===== src/rtl/shared_bus_arbiter.sv =====
// Round-robin owner of the shared L1<->L2 bus: grants one cache bus interface at a time and
// holds the grant until end of transfer, requester abort or watchdog expiry.
module shared_bus_arbiter #(
   parameter int unsigned         NUM_PORTS      = 4,
   parameter int unsigned         MSG_BITS       = 4,
   parameter int unsigned         PORT_BITS      = $clog2(NUM_PORTS),
   parameter int unsigned         TIMEOUT_CYCLES = 64,
   parameter logic [MSG_BITS-1:0] NO_REQ         = '0
) (
   input  logic                          clock,
   input  logic                          reset,
   input  logic [NUM_PORTS*MSG_BITS-1:0] port_msg,
   input  logic                          resp_last,
   output logic [NUM_PORTS-1:0]          bus_master,
   output logic                          req_ready,
   output logic [PORT_BITS-1:0]          grant_id,
   output logic                          bus_busy,
   output logic                          timeout_err
);

   // One counter serves as GRANT watchdog and RELEASE dwell timer; it must reach 3 either way.
   localparam int unsigned WdBits = (TIMEOUT_CYCLES > 4) ? $clog2(TIMEOUT_CYCLES) : 2;
   localparam logic [WdBits-1:0] WdLast  = WdBits'(TIMEOUT_CYCLES - 1);
   localparam logic [WdBits-1:0] RelLast = WdBits'(3);

   typedef enum logic [1:0] {StIdle, StGrant, StRelease} state_e;

   state_e                 state_q, state_d;
   logic [WdBits-1:0]      wd_q, wd_d;
   logic [PORT_BITS-1:0]   grant_id_q, grant_id_d;
   logic [NUM_PORTS-1:0]   bus_master_q, bus_master_d;
   logic                   req_ready_q, req_ready_d;
   logic                   bus_busy_q, bus_busy_d;
   logic                   timeout_err_q, timeout_err_d;

   logic [NUM_PORTS-1:0]   req;
   logic [PORT_BITS-1:0]   sel;
   logic [PORT_BITS-1:0]   idx;
   logic                   sel_vld;
   logic                   owner_req;

   always_comb begin
      req = '0;
      for (int unsigned i = 0; i < NUM_PORTS; i++) begin
         req[i] = (port_msg[i*MSG_BITS +: MSG_BITS] != NO_REQ);
      end
   end

   assign owner_req = req[grant_id_q];

   // grant_id_q doubles as the round-robin pointer: both change only on a grant.
   always_comb begin
      sel     = grant_id_q;
      sel_vld = 1'b0;
      idx     = '0;
      for (int unsigned k = 1; k <= NUM_PORTS; k++) begin
         idx = PORT_BITS'((32'(grant_id_q) + k) % NUM_PORTS);
         if (!sel_vld && req[idx]) begin
            sel_vld = 1'b1;
            sel     = idx;
         end
      end
   end

   always_ff @(posedge clock) begin
      if (reset) begin
         state_q       <= StIdle;
         wd_q          <= '0;
         grant_id_q    <= PORT_BITS'(NUM_PORTS - 1);
         bus_master_q  <= '0;
         req_ready_q   <= 1'b0;
         bus_busy_q    <= 1'b0;
         timeout_err_q <= 1'b0;
      end else begin
         state_q       <= state_d;
         wd_q          <= wd_d;
         grant_id_q    <= grant_id_d;
         bus_master_q  <= bus_master_d;
         req_ready_q   <= req_ready_d;
         bus_busy_q    <= bus_busy_d;
         timeout_err_q <= timeout_err_d;
      end
   end

   always_comb begin
      state_d    = state_q;
      wd_d       = wd_q;
      grant_id_d = grant_id_q;
      unique case (state_q)
         StIdle: begin
            if (sel_vld) begin
               state_d    = StGrant;
               grant_id_d = sel;
               wd_d       = '0;
            end
         end
         StGrant: begin
            if (resp_last || !owner_req || (wd_q == WdLast)) begin
               state_d = StRelease;
               wd_d    = '0;
            end else begin
               wd_d = wd_q + 1'b1;
            end
         end
         StRelease: begin
            // Capped dwell so a requester still holding its old message cannot stall the bus.
            if (!owner_req || (wd_q == RelLast)) begin
               state_d = StIdle;
               wd_d    = '0;
            end else begin
               wd_d = wd_q + 1'b1;
            end
         end
         default: begin
            state_d = StIdle;
            wd_d    = '0;
         end
      endcase
   end

   always_comb begin
      bus_master_d = '0;
      if (state_d == StGrant) begin
         bus_master_d[grant_id_d] = 1'b1;
      end
      req_ready_d   = (state_d == StGrant);
      bus_busy_d    = (state_d != StIdle);
      // Completion and abort take precedence over an expiring watchdog.
      timeout_err_d = (state_q == StGrant) && !resp_last && owner_req && (wd_q == WdLast);
   end

   assign bus_master  = bus_master_q;
   assign req_ready   = req_ready_q;
   assign grant_id    = grant_id_q;
   assign bus_busy    = bus_busy_q;
   assign timeout_err = timeout_err_q;

`ifndef SYNTHESIS
   always @(posedge clock) begin
      if (!reset) begin
         assert ($onehot0(bus_master_q));
         assert (req_ready_q == (|bus_master_q));
         assert (bus_busy_q == (state_q != StIdle));
      end
   end
`endif

endmodule


===== config.mk =====
export PLATFORM = sky130hd
export DESIGN_NAME = shared_bus_arbiter
export DESIGN_NICKNAME = d
export VERILOG_FILES = /design/src/rtl/shared_bus_arbiter.sv
export SDC_FILE = /design/constraint.sdc
export NUM_CORES = 1
export LEC_CHECK = 0
export ABC_AREA = 1
export ABC_CLOCK_PERIOD_IN_PS = 2200
export CAP_MARGIN = 40
export CORE_UTILIZATION = 50
export CTS_CLUSTER_DIAMETER = 30
export DETAILED_ROUTE_END_ITERATION = 6
export PLACE_DENSITY = 0.86
export RECOVER_POWER = 50
export SKIP_LAST_GASP = 1
export SLEW_MARGIN = 5
export SYNTH_ARGS = -nofsm -noshare
export SYNTH_HDL_FRONTEND = slang
export SYNTH_SLANG_ARGS = --single-unit
export TNS_END_PERCENT = 10

===== constraint.sdc =====
create_clock -name clock -period 2.2 [get_ports clock]
set_clock_uncertainty 0.2 [all_clocks]
set_input_delay 0.33 -clock clock [delete_from_list [all_inputs] [get_ports clock]]
set_output_delay 0.33 -clock clock [all_outputs]
set_load 0.01 [all_outputs]

==> flow_metrics.tcl <==
set metrics [dict create \
    yosys.area_share.adder_pct 4.975 \
    diodes 0 \
    drt_first_pass_iters 4 \
    cts_tree "built" \
    wl_per_cell_um 11.86 \
    intPower_mw 0.7641 \
    synthMuxAreaShare_pct 0 \
    hold_violations 0 \
    grt_setup_unrepaired "no" \
    reg2reg_depth 10 \
    fin_crit_ns 2.032 \
    period_share_pct 92.37 \
    final_area_um2 1590 \
    grt_overflow 0 \
    synth_xor_area_share_pct 1.393 \
    synth_nets 213 \
    cts_max_path_buffers 2 \
    dp_hpwl_um 2478 \
    r2r_setup_slack_ns 0.28 \
    crit_arrival_ns 2.06 \
    die_area_um2 2720 \
    place_ws_ns -0.09690 \
    synth-seq-cells 17 \
    seq_area_frac_synth_pct 27.06 \
    slew_violations 0 \
    yosysUniqueCellTypes 29 \
    rows 17 \
    grt_max_degree 10 \
    clk_pin_slew_ns 0.09 \
    synthSimpleGateAreaFrac_pct 51.14 \
    nets 245 \
    start_util_pct 54.74 \
    drtIter0Drc 73 \
    critPathMaxFanout 6 \
    slowest_stage "clkdlybuf4s50_1" \
    min_path_type "reg -> reg" \
    p_comb_share_pct 58.4 \
    worstSetupEndpointType "flip-flop" \
    crit_chain "clkdlybuf4s50_1, nor2_1, nand3_1, nand2_1, nand2_2, nand2_4, nand2_4, nor2_4, nand3_4, clkinvlp_2, nand2_1, a21oi_1" \
    tightest_slew_ns 0.3491 \
    fin_ws_ns 0.1678 \
    finalSetupViolations 0 \
    gp_congestion 0.8746 \
    status "complete, no violations" \
    grt_util_all_layers_pct 25.08 \
    cp_top_family "simple AND/OR/NAND/NOR gates" \
    core-area_um2 2297 \
    cts_buffers 3 \
    yosys_warnings 0 \
    final_core_utilization_pct 69.23 \
    asyncSetResetFlopFracSynth_pct 0 \
    cts_sinks 17 \
    power_density_nw_per_um2 898.7 \
    route.detailed.drc 0 \
    root_buffer "clkbuf_4" \
    min_to "wd_q[1]" \
    die_h_um 52.15 \
    relSlewSlack_pct 76.73 \
    grt_pass1_wl_um 5085 \
    finalWirelength_um 2942 \
    cp-start-kind "primary input" \
    leakagePower_nw 0.7770 \
    max_stage_delay_ns 0.40 \
    place_area_um2 1563 \
    p_switching_mw 0.6650 \
    syn_inst 189 \
    synth_edf_count 0 \
    r2r-start "grant_id[0]" \
    max_freq_mhz 492.1 \
    io_buffer_count 27 \
    clk_latency_ns 0.29 \
    swShare_pct 46.53 \
    synth_top_family_by_area "simple AND/OR/NAND/NOR gates" \
    reg2reg_to "wd_q[3]" \
    antenna_found_initial 0 \
    avgSynthCellArea_um2 6.653 \
    syn_area_um2 1257 \
    area_growth_pct 26.47 \
    cap_viol_max_count 0 \
    synth_compound_area_share_pct 5.871 \
    synth_ff_type "dfxtp_1" \
    peakVddDrop_mv 0.6147 \
    h-tree-depth 1 \
    hp-start "wd_q[1]" \
    critPathKind "in -> reg" \
    via_per_inst 5.335 \
    crit_buf_inv 2 \
    vias 1323 \
    worstPathRequired_ns 2.23 \
    drive_above_1_share_pct 17.27 \
    antenna_left 0 \
    p_clk_share_pct 11.4 \
    ioPinCount 28 \
    grt_pass1_vias 1281 \
    whs_path_depth 2 \
    pwr-share-seq_pct 30.2 \
    die_w_um 52.15 \
]
==> synth_stat cells, types with 2 or more instances <==
library cell   n  share of area [%]
nand2_1       48                 14
nand4_1        5                2.5
a21oi_1        7                2.8
o21ai_0        2               0.80
inv_1         19                5.7
nand3_1       25                 10
nor2_1        20                6.0
nor3_1         2               0.80
ha_1           5                5.0
xor2_1         2                1.4
nand2_4        4                3.6
nand2_2       11                5.5
nand3_2        6                4.8
nor2_2         2               0.99
dfxtp_1       17                 27
==> worst max-delay path by stage <==
stage,start,end,slack [ns],cells past startpoint
2_1_floorplan,grant_id[0],bus_master[0],0.47,14
3_3_place_gp,port_msg[9],bus_master[0],-0.02,13
3_5_place_dp,port_msg[9],bus_master[3],-0.1,13
4_1_cts,grant_id[0],grant_id[0],0.12,1
5_1_grt,port_msg[9],bus_master[1],0.02,12
6_report,port_msg[9],wd_q[3],0.17,12
==> worst register-to-register path, delay by kind of cell, from the launching register on <==
family / cells / cell delay (ns)
AOI/OAI and AO/OA: 1 / 0.14
buffers and inverters: 1 / 0.17
DFF: 1 / 0.49
and+or+nand+nor: 8 / 0.86
==> timing repair <==
item                                    4_1_cts  5_1_grt
resized for setup                             0        1
hold buffers                                  0        0
endpoints found under the setup margin        0        5
buffers inserted                              0        0
==> power groups by stage <==
stage	sequential, mW	combinational [mW]	clock, mW
final	0.431	0.835	0.163
after global placement	0.436	0.823	0
after CTS	0.433	0.852	0.168
after global routing	0.442	0.935	0.187
after detailed placement	0.440	0.848	0
after floorplan	0.437	0.601	0
==> layout by cell type, fill, tap and decap left out, types with 6 or more instances in the layout <==
master and count:
a21oi_1 7, inv_1 19, nand2_2 11, dfxtp_1 16, nand2_1 48, nand3_1 25, clkdlybuf4s50_1 19, nor2_1 20
dlygate4sd3_1 8, nand3_2 6
==> cell families after synthesis <==
| logic type | Yosys count |
|---|---|
| flip-flops | 17 |
| XOR/XNOR | 2 |
| AND/OR/NAND/NOR | 126 |
| adder cells (fa/ha/maj) | 5 |
| AO/OA/AOI/OAI | 13 |
| buffers and inverters | 26 |
==> flip-flops by register name (all words and copies together) (netlist names) <==
register,cells
grant_id,2
wd_q,6
state_q,2
bus_busy,1
timeout_err,1
bus_master,4
req_ready,1
==> metrics by stage <==
stage	setup TNS [ns]	hold slack (ns)	cells	power, mW
2_1_floorplan	0	0.2539	189	1.037
3_3_place_gp	-0.1136	0.2681	244	1.260
3_5_place_dp	-0.6886	0.2794	244	1.288
4_1_cts	0	0.2947	248	1.453
5_1_grt	0	0.3248	248	1.564
6_report	0	0.2905	248	1.429
==> layer usage <==
| metal | global-route usage (%) | vias up | part of all wire (%) |
|---|---|---|---|
| li1 | - | 672 | - |
| met1 | 28.06 | 603 | 41 |
| met2 | 46.79 | 42 | 53 |
| met3 | 6.725 | 6 | 4.8 |
| met4 | 5.263 | 0 | 0.78 |
| met5 | 0 | - | 0 |
==> area by class of cell <==
cell class	count	area (µm²)
Multi-Input combinational cell	146	797.0
Clock buffer	4	26.28
Sequential cell	17	341.6
Fill cell	198	706.9
Timing Repair Buffer	30	292.8
Tap cell	28	35.03
Inverter	23	97.59
Power figures use the tool's default switching activity.
